$ cat config.mk
export PLATFORM = sky130hd
export DESIGN_NAME = uart_pkt_parser_flat
export DESIGN_NICKNAME = d
export VERILOG_FILES = /design/src/rtl/uart_pkt_parser_pkg.sv /design/src/rtl/uart_pkt_parser_if.sv /design/src/rtl/uart_pkt_parser_buf.sv /design/src/rtl/uart_pkt_parser.sv /design/src/flat_wrapper.sv
export SDC_FILE = /design/constraint.sdc
export NUM_CORES = 1
export LEC_CHECK = 0
export CAP_MARGIN = 25
export CORE_UTILIZATION = 40
export DETAILED_ROUTE_END_ITERATION = 8
export SYNTH_ARGS = -nofsm -noshare
export SYNTH_HDL_FRONTEND = slang
export SYNTH_SLANG_ARGS = --single-unit
$ cat constraint.sdc
create_clock -name clk -period 7.5 [get_ports clk]
set_input_delay 0.75 -clock clk [delete_from_list [all_inputs] [get_ports clk]]
set_output_delay 0.75 -clock clk [all_outputs]
set_load 0.01 [all_outputs]
$ cat src/rtl/uart_pkt_parser_pkg.sv
// Shared types and constants for the UART packet parser.
package uart_pkt_parser_pkg;

    typedef enum logic [2:0] {
        ST_IDLE,
        ST_LEN,
        ST_PAYLOAD,
        ST_CSUM,
        ST_DRAIN
    } state_t;

    localparam logic [1:0] ERR_NONE    = 2'd0;
    localparam logic [1:0] ERR_LEN     = 2'd1;
    localparam logic [1:0] ERR_CSUM    = 2'd2;
    localparam logic [1:0] ERR_TIMEOUT = 2'd3;

    localparam logic [7:0] SOF_DEFAULT = 8'hA5;

    // A one-entry buffer still needs a 1-bit address.
    function automatic int addr_w(input int depth);
        return (depth > 1) ? $clog2(depth) : 1;
    endfunction

endpackage

$ cat src/rtl/uart_pkt_parser_if.sv
// Byte-in / payload-out stream bundle plus packet status for the parser.
interface uart_pkt_parser_if;
    logic [7:0] in_data;
    logic       in_valid;
    logic       in_ready;
    logic [7:0] out_data;
    logic       out_valid;
    logic       out_ready;
    logic       out_last;
    logic       pkt_ok;
    logic       pkt_err;
    logic [1:0] err_code;
    logic       busy;

    modport slave (
        input  in_data, in_valid, out_ready,
        output in_ready, out_data, out_valid, out_last, pkt_ok, pkt_err, err_code, busy
    );

    modport master (
        output in_data, in_valid, out_ready,
        input  in_ready, out_data, out_valid, out_last, pkt_ok, pkt_err, err_code, busy
    );
endinterface

$ cat src/rtl/uart_pkt_parser_buf.sv
// Payload buffer: simple dual-port RAM, one write port, registered read port.
module pkt_buf_ram #(
    parameter int DEPTH = 16,
    parameter int AW    = 4
) (
    input  logic          clk,
    input  logic          we,
    input  logic [AW-1:0] waddr,
    input  logic [7:0]    wdata,
    input  logic [AW-1:0] raddr,
    output logic [7:0]    rdata
);
    logic [7:0] mem [DEPTH];

    always_ff @(posedge clk) begin
        if (we)
            mem[waddr] <= wdata;
        rdata <= mem[raddr];
    end
endmodule

$ cat src/rtl/uart_pkt_parser.sv
// Frame parser: SOF, LEN, payload, CSUM; verified payload is replayed from a buffer.
module uart_pkt_parser
    import uart_pkt_parser_pkg::*;
#(
    parameter int         MAX_LEN        = 16,
    parameter int         TIMEOUT_CYCLES = 100000,
    parameter logic [7:0] SOF            = SOF_DEFAULT
) (
    input  logic               clk,
    input  logic               rst,
    uart_pkt_parser_if.slave   bus
);
    localparam int            AW        = addr_w(MAX_LEN);
    localparam int            TW        = $clog2(TIMEOUT_CYCLES + 1);
    localparam logic [TW-1:0] TMO_LAST  = TW'(TIMEOUT_CYCLES - 1);
    localparam logic [7:0]    MAX_LEN_B = 8'(MAX_LEN);

    state_t        state;
    logic [7:0]    len, wr_idx, rd_idx, csum, csum_next, rdata;
    logic [TW-1:0] tmo_cnt;
    logic          accept, drain_adv, timed_out;

    assign accept    = bus.in_valid & bus.in_ready;
    assign drain_adv = bus.out_valid & bus.out_ready;
    assign csum_next = csum + bus.in_data;
    assign timed_out = (state inside {ST_LEN, ST_PAYLOAD, ST_CSUM}) && !accept && (tmo_cnt == TMO_LAST);

    // RAM output is already registered; mask it so idle/reset shows zero.
    assign bus.out_data = bus.out_valid ? rdata : 8'h00;

    // Read address runs one ahead on acceptance so rdata is ready the next cycle;
    // on stall it re-reads the same entry, keeping out_data stable.
    pkt_buf_ram #(.DEPTH(MAX_LEN), .AW(AW)) u_buf (
        .clk   (clk),
        .we    (state == ST_PAYLOAD && accept),
        .waddr (wr_idx[AW-1:0]),
        .wdata (bus.in_data),
        .raddr (rd_idx[AW-1:0] + AW'(drain_adv && !bus.out_last)),
        .rdata (rdata)
    );

    always_ff @(posedge clk or posedge rst) begin
        if (rst) begin
            state         <= ST_IDLE;
            len           <= '0;
            wr_idx        <= '0;
            rd_idx        <= '0;
            csum          <= '0;
            tmo_cnt       <= '0;
            bus.in_ready  <= 1'b0;
            bus.out_valid <= 1'b0;
            bus.out_last  <= 1'b0;
            bus.pkt_ok    <= 1'b0;
            bus.pkt_err   <= 1'b0;
            bus.err_code  <= ERR_NONE;
            bus.busy      <= 1'b0;
        end else begin
            bus.pkt_ok   <= 1'b0;
            bus.pkt_err  <= 1'b0;
            bus.in_ready <= 1'b1;
            if (accept || state == ST_IDLE || state == ST_DRAIN)
                tmo_cnt <= '0;
            else
                tmo_cnt <= tmo_cnt + 1'b1;

            if (timed_out) begin
                state        <= ST_IDLE;
                bus.busy     <= 1'b0;
                bus.pkt_err  <= 1'b1;
                bus.err_code <= ERR_TIMEOUT;
                tmo_cnt      <= '0;
            end else begin
                case (state)
                    ST_IDLE: if (accept && bus.in_data == SOF) begin
                        state    <= ST_LEN;
                        bus.busy <= 1'b1;
                    end
                    ST_LEN: if (accept) begin
                        if (bus.in_data == 8'd0 || bus.in_data > MAX_LEN_B) begin
                            state        <= ST_IDLE;
                            bus.busy     <= 1'b0;
                            bus.pkt_err  <= 1'b1;
                            bus.err_code <= ERR_LEN;
                        end else begin
                            len    <= bus.in_data;
                            csum   <= bus.in_data;
                            wr_idx <= '0;
                            state  <= ST_PAYLOAD;
                        end
                    end
                    ST_PAYLOAD: if (accept) begin
                        csum   <= csum_next;
                        wr_idx <= wr_idx + 8'd1;
                        if (wr_idx == len - 8'd1)
                            state <= ST_CSUM;
                    end
                    ST_CSUM: if (accept) begin
                        if (csum_next == 8'd0) begin
                            state         <= ST_DRAIN;
                            bus.in_ready  <= 1'b0;
                            bus.out_valid <= 1'b1;
                            bus.out_last  <= (len == 8'd1);
                            rd_idx        <= '0;
                        end else begin
                            state        <= ST_IDLE;
                            bus.busy     <= 1'b0;
                            bus.pkt_err  <= 1'b1;
                            bus.err_code <= ERR_CSUM;
                        end
                    end
                    ST_DRAIN: begin
                        bus.in_ready <= 1'b0;
                        if (drain_adv) begin
                            if (bus.out_last) begin
                                state         <= ST_IDLE;
                                bus.busy      <= 1'b0;
                                bus.in_ready  <= 1'b1;
                                bus.out_valid <= 1'b0;
                                bus.out_last  <= 1'b0;
                                bus.pkt_ok    <= 1'b1;
                                rd_idx        <= '0;
                            end else begin
                                rd_idx       <= rd_idx + 8'd1;
                                bus.out_last <= (rd_idx + 8'd2 == len);
                            end
                        end
                    end
                    default: begin
                        state    <= ST_IDLE;
                        bus.busy <= 1'b0;
                    end
                endcase
            end
        end
    end
endmodule

$ cat src/flat_wrapper.sv
// flat-port wrapper written by rule: the top's interface ports become plain ports
module uart_pkt_parser_flat import uart_pkt_parser_pkg::*;
#(
    parameter int         MAX_LEN        = 16,
    parameter int         TIMEOUT_CYCLES = 100000,
    parameter logic [7:0] SOF            = SOF_DEFAULT
)
  (clk, rst, bus_in_data, bus_in_valid, bus_out_ready, bus_in_ready, bus_out_data, bus_out_valid, bus_out_last, bus_pkt_ok, bus_pkt_err, bus_err_code, bus_busy);
  uart_pkt_parser_if bus_i ();
  input  logic clk;
  input  logic rst;
  input wire logic [$bits(bus_i.in_data)-1:0] bus_in_data;
  input wire logic [$bits(bus_i.in_valid)-1:0] bus_in_valid;
  input wire logic [$bits(bus_i.out_ready)-1:0] bus_out_ready;
  output wire logic [$bits(bus_i.in_ready)-1:0] bus_in_ready;
  output wire logic [$bits(bus_i.out_data)-1:0] bus_out_data;
  output wire logic [$bits(bus_i.out_valid)-1:0] bus_out_valid;
  output wire logic [$bits(bus_i.out_last)-1:0] bus_out_last;
  output wire logic [$bits(bus_i.pkt_ok)-1:0] bus_pkt_ok;
  output wire logic [$bits(bus_i.pkt_err)-1:0] bus_pkt_err;
  output wire logic [$bits(bus_i.err_code)-1:0] bus_err_code;
  output wire logic [$bits(bus_i.busy)-1:0] bus_busy;
  assign bus_i.in_data = bus_in_data;
  assign bus_i.in_valid = bus_in_valid;
  assign bus_i.out_ready = bus_out_ready;
  assign bus_in_ready = bus_i.in_ready;
  assign bus_out_data = bus_i.out_data;
  assign bus_out_valid = bus_i.out_valid;
  assign bus_out_last = bus_i.out_last;
  assign bus_pkt_ok = bus_i.pkt_ok;
  assign bus_pkt_err = bus_i.pkt_err;
  assign bus_err_code = bus_i.err_code;
  assign bus_busy = bus_i.busy;
  uart_pkt_parser #(.MAX_LEN(MAX_LEN), .TIMEOUT_CYCLES(TIMEOUT_CYCLES), .SOF(SOF)) u_core (.clk(clk), .rst(rst), .bus(bus_i));
endmodule
==> impl_summary.txt, run 1 <==
----------------------------------------------------
[Synth]
  Portion of the post-synthesis area used by sequential elements ... 0.619
  Synthesis-stage register bit count ... between 150 and 200
  Post-Syn Area per Cell ... roughly 14 um^2
  FFs w/ async S/R, synth ... 0.306
  Number of synthesized flops with an enable pin ... 128
  Synthesized cell area ... slightly below 0.009 mm^2
  Post-synthesis instance total ... approximately 630
  Main flop type after synthesis ... sky130_fd_sc_hd__edfxtp_1
  Post-synth cell types ... 65
  Mapped Nets ... 664
  YS warnings ... 0

[Finish]
  Fill cells ... approximately 1900
  Fraction of layout cells with a size suffix above 1 ... 0.149
  ANT cells ... 0
  Area used by multi-input combinational logic ... 0.00323 mm^2
  Storage element area ... 0.00551 mm^2
  Nets@finish ... between 600 and 700
  Area Growth Syn to Fin ... 13.8%

[CTS]
  Number of buffers between clock root and the deepest sink ... 2
  Number of buffers inserted for hold repair after clock tree synthesis ... 0
  Clk slew on worst S/H paths ... 0.08 ns
  Later-pin clock latency in the skew report ... 0.44 ns
  Inserted Clock Buffers ... 17
  Post-CTS setup buffer count ... 0
  Count of clock tree sinks ... 196
  Number of gates resized after CTS ... 0
  Depth of the CTS H-tree ... 4
  TritonCTS clock tree ... done
  Cell at the root of the clock tree ... sky130_fd_sc_hd__clkbuf_16

[Status]
  Status ... finished, final reports clean

[Setup path]
  Launching point of the worst reg2reg path ... u_core.bus.out_valid$_DFFE_PP0P_
  Startpoint of the worst setup timing path ... bus_in_data[0]
  Master of the slowest instance on the critical path ... sky130_fd_sc_hd__clkdlybuf4s50_1
  R2R Path End ... u_core.u_buf.rdata[7]$_DFF_P_
  Worst setup path endpoint ... u_core.bus.out_last$_DFFE_PP0P_
  Critical path cell sequence ... clkdlybuf4s50_1 -> ha_1 -> inv_1 -> fa_1 -> nand2b_1 -> a21o_1 -> a211oi_1 -> nor2b_4 -> nand3_4 -> o22ai_4 -> mux2_4
  Reg-to-reg slack, setup ... about 4.5 ns
  Worst Setup Start Kind ... input port
  Top fanout value on the critical path ... 21
  WP data arrival ... 4.03 ns
  Kind of cell with the highest combined delay on the critical path ... buffers and inverters
  Critical Path Sink Type ... flip-flop
  WP data required ... around 7.8 ns
  FF-to-FF path depth ... 6
  Critical path buffers and inverters ... 2
  CP Depth ... 11
  Kind of critical path ... in -> reg
  CP max stage delay ... 0.90 ns

[STA]
  Period utilisation layout ... 0.495
  Final hold violation count ... 0
  Final worst clock skew ... just under 0.02 ns
  Minimum clock period ... 3.71 ns
  Final slew viol count ... 0
  Post-route setup TNS ... 0 ns
  Pin slew with the least headroom to its limit ... between 1 and 1.5 ns
  Unrepaired setup endpoints after global routing ... false
  Slew margin rel. ... 0.311
  Worst hold slack after final layout ... 0.453 ns
  Count of final setup violators ... 0
  Fmax ... approximately 270 MHz

[Placed design]
  Final HPWL from detailed placement ... approximately 12 mm
  Routability-driven placement congestion ratio ... ~0.87
  Buffers on Ports ... 27

[Route]
  Number of search-and-repair iterations in the first detailed-routing pass ... 5
  DRC errors left ... 0
  Number of vias in the routed layout ... 5301
  Ratio of routed vias to standard cells ... roughly 5.5
  DR iter-0 viols ... between 300 and 400
  Total met3 wirelength after detailed routing ... ~860 um
  Final routed wire length divided by cell count ... between 15 and 20 um
  Post-detailed-route count of antenna-violating nets ... 0
  Sum of routed wire length over all layers ... between 15 and 20 mm
  Sum of met2 wire segment lengths after detailed routing ... 9.69 mm
  Wire length the detailed router placed on met1 ... 8.35 mm
  Highest metal used ... met4

[Min path]
  Hold Path Class ... reg -> reg

[Power]
  Cell Pwr Density ... roughly 220 mW/mm^2
  Peak VDD IR ... around 160 uV
  Static Leak ... about 3.6 nW

[Die]
  # IOs ... 28
  Die Span X ... approximately 150 um
  Standard cell core area ... between 0.02 and 0.025 mm^2
  Area enclosed by the die boundary ... 0.0228 mm^2
  Overall die height ... approximately 150 um
  Floorplan row count ... 54
  Starting utilization of the core area ... 0.408

[GRT]
  Via count of the first global-routing pass ... around 5400
  All-Layer GR Usage ... 0.179
  Grt total ovfl ... 0
  First-pass GRT wire length ... around 30 mm
  Initial antenna violation count ... 0
  Pin count of the biggest net entering global routing ... 61

[Job]
  Max cap viols ... 0

----------------------------------------------------
-- layer usage --
metal	track usage	vias to the layer above
li1	-	2444
met1	0.236	2727
met2	0.300	111
met3	0.0334	19
met4	0.0520	0
met5	0	-
-- final cells by class --
type                    instances  share of cell area
clock buffers                  18              0.0424
inverters                      20             0.00741
well taps                     280              0.0346
clock inverters                14              0.0185
repair buffers                 38              0.0348
flip-flops and latches        196               0.544
multi-input cells             394               0.319
-- state kept, by name, summed over array words and instances, names as in the netlist, 2 cells and up --
name / flops
u_core.u_buf.rdata: 8
u_core.len: 8
u_core.state: 3
u_core.u_buf.mem: 128
u_core.tmo_cnt: 17
u_core.wr_idx: 8
u_core.csum: 8
u_core.bus.err_code: 2
u_core.rd_idx: 8
-- layout by cell type (no fill, tap or decap), types with 17 or more instances in the layout --
| master | synthesis | layout |
|---|---|---|
| sky130_fd_sc_hd__nand2_1 | 46 | 46 |
| sky130_fd_sc_hd__dfrtp_1 | 60 | 60 |
| sky130_fd_sc_hd__clkbuf_16 | 0 | 17 |
| sky130_fd_sc_hd__xor2_1 | 20 | 20 |
| sky130_fd_sc_hd__mux4_2 | 36 | 36 |
| sky130_fd_sc_hd__clkdlybuf4s50_1 | 0 | 27 |
| sky130_fd_sc_hd__o21ai_0 | 25 | 25 |
| sky130_fd_sc_hd__nand3_1 | 20 | 20 |
| sky130_fd_sc_hd__xnor2_1 | 27 | 26 |
| sky130_fd_sc_hd__edfxtp_1 | 128 | 128 |
| sky130_fd_sc_hd__nor3_1 | 22 | 22 |
| sky130_fd_sc_hd__inv_1 | 19 | 18 |
| sky130_fd_sc_hd__nor2_1 | 51 | 51 |
-- how the worst min path moves through the flow --
| stage | to | cells past startpoint | start |
|---|---|---|---|
| 3_5_place_dp | u_core.tmo_cnt[0]$_DFF_PP0_ | 1 | u_core.tmo_cnt[0]$_DFF_PP0_ |
| 2_1_floorplan | u_core.tmo_cnt[0]$_DFF_PP0_ | 1 | u_core.tmo_cnt[0]$_DFF_PP0_ |
| 6_report | u_core.tmo_cnt[0]$_DFF_PP0_ | 1 | u_core.tmo_cnt[0]$_DFF_PP0_ |
| 5_1_grt | u_core.tmo_cnt[0]$_DFF_PP0_ | 1 | u_core.tmo_cnt[0]$_DFF_PP0_ |
| 3_3_place_gp | u_core.tmo_cnt[0]$_DFF_PP0_ | 1 | u_core.tmo_cnt[0]$_DFF_PP0_ |
| 4_1_cts | u_core.tmo_cnt[0]$_DFF_PP0_ | 1 | u_core.tmo_cnt[0]$_DFF_PP0_ |
-- Yosys cell counts (all sizes together) (2+ instances only) --
library cell	instances	share of area
ha	18	0.025
dfxtp	8	0.018
mux2i	8	0.0090
nor2	54	0.024
nor4b	2	0.0020
nor3b	2	0.0017
nor4	6	0.0042
inv	20	0.0084
and2	14	0.0098
nand3	21	0.013
xor2	20	0.020
nor3	23	0.013
and3	5	0.0035
nand2b	6	0.0042
nand3b	3	0.0025
or4b	2	0.0022
or3	2	0.0020
a31oi	9	0.0063
edfxtp	128	0.43
a211oi	3	0.0031
nand2	46	0.019
a22o	3	0.0030
dfrtp	60	0.17
mux4	40	0.10
nand4	7	0.0049
mux2	6	0.0080
clkbuf	16	0.0069
o21ai	29	0.016
xnor2	27	0.027
nor2b	4	0.0037
or2	2	0.0014
a21oi	13	0.0073
buf	7	0.0046
-- where the power goes --
part,internal [mW],switching [mW],leakage [nW]
clock,0.480,0.449,0.293
combinational,0.0436,0.0641,1.27
sequential,1.16,0.00954,2.00
total,1.68,0.522,3.57
-- cell families after synthesis --
kind of cell    count (synthesis)  synth area share
compound gates                 70            0.0506
fa+ha+maj                      19            0.0276
simple gates                  204             0.117
buf+inv                        43            0.0200
mux                            54             0.120
xor+xnor                       47            0.0463
flops                         196             0.619
-- through the flow --
step | worst slack, ns | area, um^2 | std cells | total power [mW] | utilization
floorplan | 4.64 | 8900 | 633 | 1.25 | -
global placement | 3.43 | 9490 | 925 | 1.30 | 0.435
detailed placement | 3.34 | 9490 | 925 | 1.30 | 0.435
CTS | 3.77 | 10100 | 957 | 2.22 | 0.463
global route | 3.60 | 10100 | 960 | 2.28 | 0.464
finish | 3.79 | 10100 | 960 | 2.21 | 0.464
-- worst register-to-register path: cells and delay by family, from the launching register on --
| kind | cells | cell delay (ns) |
|---|---|---|
| DFF | 1 | 0.66 |
| and+or+nand+nor | 2 | 0.38 |
| muxes | 2 | 0.98 |
| adders and majority gates | 2 | 0.91 |
No activity file was read; power rests on OpenSTA's default activity.
==> run 2, diff against run 1 <==
==> constraint.sdc (replaced) <==
create_clock -name clk -period 3.55 [get_ports clk]
set_input_delay 0.355 -clock clk [delete_from_list [all_inputs] [get_ports clk]]
set_output_delay 0.355 -clock clk [all_outputs]
set_load 0.01 [all_outputs]
==> impl_summary.txt, run 2 (synthesis gave the netlist of run 1 again) <==
----------------------------------------------------
[Min path]
  Hold Path Class ... in -> async

[Power]
  Switching portion of total power ... 0.241 (+0.00437)
  P_sw ... 1.12 mW (+110%)
  Internal Power ... 3.53 mW (+110%)
  Peak VDD IR ... 313 uV (+93%)
  Sequential share of power ... 0.532 (+0.002)
  Combinational share of power ... 0.050 (about the same)
  Cell Pwr Density ... 452 mW/mm^2 (+110%)
  Static Leak ... 3.67 nW (+2.8%)
  Clock power share ... 0.418 (-0.003)

[STA]
  Final hold violation count ... 0 (unchanged)
  Unrepaired setup endpoints after global routing ... false
  Pin slew with the least headroom to its limit ... 0.760 ns (-0.270 ns)
  Final slew viol count ... 0 (unchanged)
  Post-route setup TNS ... 0 ns (unchanged)
  Count of final setup violators ... 0 (unchanged)
  Slew margin rel. ... 0.491 (+0.181)
  Final worst clock skew ... 0.0121 ns (-0.00708 ns)
  Fmax ... between 300 and 400 MHz
  Final setup slack of the worst path ... 0.744 ns (-3.04 ns)
  Minimum clock period ... between 2 and 3 ns
  Period utilisation layout ... 0.790

[Placed design]
  Routability-driven placement congestion ratio ... 0.800 (-7.9%)
  Pre-CTS worst setup slack ... 0.291 ns (-3.05 ns)
  Buffers on Ports ... 27 (unchanged)
  Final HPWL from detailed placement ... 12.8 mm (+3.8%)

[CTS]
  Later-pin clock latency in the skew report ... 0.44 ns (about the same)
  TritonCTS clock tree ... done
  Post-CTS setup buffer count ... 0 (unchanged)
  Number of buffers inserted for hold repair after clock tree synthesis ... 0 (unchanged)
  Number of gates resized after CTS ... 0 (unchanged)
  Clk slew on worst S/H paths ... 0.08 ns (about the same)
  Number of buffers between clock root and the deepest sink ... 2 (unchanged)
  Count of clock tree sinks ... 196 (unchanged)
  Depth of the CTS H-tree ... 4 (unchanged)
  Cell at the root of the clock tree ... sky130_fd_sc_hd__clkbuf_16
  Inserted Clock Buffers ... 17 (unchanged)

[Setup path]
  R2R Path End ... u_core.bus.out_last$_DFFE_PP0P_
  FF-to-FF path depth ... 10 (+4)
  Kind of critical path ... in -> reg
  WP data required ... 3.88 ns (-3.94 ns)
  WP data arrival ... 3.13 ns (-0.90 ns)
  Worst Setup Start Kind ... input port
  Reg-to-reg slack, setup ... 0.81 ns (-3.64 ns)
  Critical Path Sink Type ... flip-flop
  Top fanout value on the critical path ... 9 (-57%)
  Worst setup path endpoint ... u_core.bus.out_last$_DFFE_PP0P_
  Startpoint of the worst setup timing path ... bus_in_data[0]
  Launching point of the worst reg2reg path ... u_core.csum[0]$_DFFE_PP0P_

[GRT]
  Most crowded layer after global routing ... met2
  Grt total ovfl ... 0 (unchanged)
  Initial antenna violation count ... 0 (unchanged)
  First-pass GRT wire length ... 29.9 mm (-0.18%)
  Met2 Resource Use GR ... 0.296 (-0.00459)
  Met1 usage in global routing ... 0.235 (-0.00128)
  Met3 usage ... 0.0367 (+0.00331)
  All-Layer GR Usage ... 0.179 (+0.000613)
  Pin count of the biggest net entering global routing ... 33 (-46%)
  Via count of the first global-routing pass ... 5375 (+0.15%)

[Route]
  Sum of routed wire length over all layers ... 18.6 mm (-2.8%)
  DR iter-0 viols ... 329 (-12%)
  Number of search-and-repair iterations in the first detailed-routing pass ... 4 (-1)
  Ratio of routed vias to standard cells ... 5.41 (-1.9%)
  Number of vias in the routed layout ... 5301 (unchanged)
  Final routed wire length divided by cell count ... 19.0 um (-4.7%)
  Post-detailed-route count of antenna-violating nets ... 0 (unchanged)
  DRC errors left ... 0 (unchanged)

[Job]
  Max cap viols ... 0 (unchanged)

[Die]
  Area enclosed by the die boundary ... 0.0228 mm^2 (unchanged)
  Overall die height ... 151 um (unchanged)
  Die Span X ... 151 um (unchanged)
  Floorplan row count ... 54 (unchanged)
  # IOs ... 28 (unchanged)
  Standard cell core area ... 0.0218 mm^2 (unchanged)
  Starting utilization of the core area ... 0.408 (unchanged)

[Finish]
  Most common cell after layout, fill and taps aside ... sky130_fd_sc_hd__edfxtp_1
  Area Growth Syn to Fin ... 15.5%
  Final core area utilization ... 0.471 (+0.00694)
  Fraction of layout cells with a size suffix above 1 ... 0.170 (+0.0217)
  ANT cells ... 0 (unchanged)
  Most frequent cells in the layout ... 128 x sky130_fd_sc_hd__edfxtp_1, 60 x sky130_fd_sc_hd__dfrtp_1, 51 x sky130_fd_sc_hd__nor2_1
  Registers with the highest flip-flop counts ... u_core.u_buf.mem: 128 flops, u_core.tmo_cnt: 17 flops
  Number of flip-flops under the largest register name ... 128 (unchanged)
  Nets@finish ... 717 (+2.7%)
  Register ranked first by flip-flop count ... u_core.u_buf.mem

[Status]
  Status ... finished, final reports clean

----------------------------------------------------
run 2: cell count changes in the layout (fill, tap and decap cells not counted), moves of 2 or more:
cell                       before  now
sky130_fd_sc_hd__buf_12         0    2
sky130_fd_sc_hd__buf_4         11   28
sky130_fd_sc_hd__clkinv_8       6    4
sky130_fd_sc_hd__inv_12         0    2
sky130_fd_sc_hd__inv_8          0    2
run 2: layout make-up:
type / count / area (um^2)
well taps: 280 / 350
clock buffers: 18 / 439
multi-input cells: 394 / 3220
flip-flops and latches: 196 / 5510
clock inverters: 14 / 171
repair buffers: 57 / 520
inverters: 20 / 75.1
fillers: 1888 / 11500
run 2: through the flow:
step / total power [mW] / cells / cell area, um^2 / hold slack, ns
after floorplan: 2.65 / 633 / 8900 / 0.424
after global placement: 2.75 / 947 / 9670 / 0.438
after detailed placement: 2.76 / 947 / 9670 / 0.443
after CTS: 4.70 / 979 / 10300 / 0.352
after global routing: 4.81 / 979 / 10300 / 0.401
final: 4.65 / 979 / 10300 / 0.344
run 2: power groups by stage:
stage	Combinational (mW)	Clock (mW)	Sequential (mW)
finish	0.234	1.94	2.47
global placement	0.231	0	2.52
CTS	0.238	1.99	2.47
detailed placement	0.236	0	2.52
global route	0.258	2.08	2.47
floorplan	0.129	0	2.52
run 2: worst min-delay path by stage:
stage | startpoint | endpoint | slack [ns] | cells after the start
6_report | rst | u_core.bus.pkt_ok$_DFF_PP0_ | 0.34 | 2
3_3_place_gp | u_core.tmo_cnt[0]$_DFF_PP0_ | u_core.tmo_cnt[0]$_DFF_PP0_ | 0.44 | 1
4_1_cts | rst | u_core.bus.pkt_err$_DFF_PP0_ | 0.35 | 2
2_1_floorplan | u_core.tmo_cnt[0]$_DFF_PP0_ | u_core.tmo_cnt[0]$_DFF_PP0_ | 0.42 | 1
5_1_grt | rst | u_core.bus.pkt_ok$_DFF_PP0_ | 0.40 | 2
3_5_place_dp | u_core.tmo_cnt[0]$_DFF_PP0_ | u_core.tmo_cnt[0]$_DFF_PP0_ | 0.44 | 1
run 2: worst max-delay path, cell delays in order:
cell and delay, ns:
sky130_fd_sc_hd__clkdlybuf4s50_1 0.50, sky130_fd_sc_hd__ha_1 0.19, sky130_fd_sc_hd__inv_1 0.06, sky130_fd_sc_hd__fa_1 0.39
sky130_fd_sc_hd__nand2b_1 0.19, sky130_fd_sc_hd__a21o_1 0.16, sky130_fd_sc_hd__a211oi_1 0.27, sky130_fd_sc_hd__nor2b_4 0.26
sky130_fd_sc_hd__nand3_4 0.14, sky130_fd_sc_hd__o22ai_4 0.28, sky130_fd_sc_hd__mux2_4 0.33
run 2: routing by layer:
layer | wire length [um] | part of all wire
met2 | 9310 | 0.50
met3 | 710 | 0.038
met1 | 8210 | 0.44
met4 | 391 | 0.021
met5 | 0 | 0
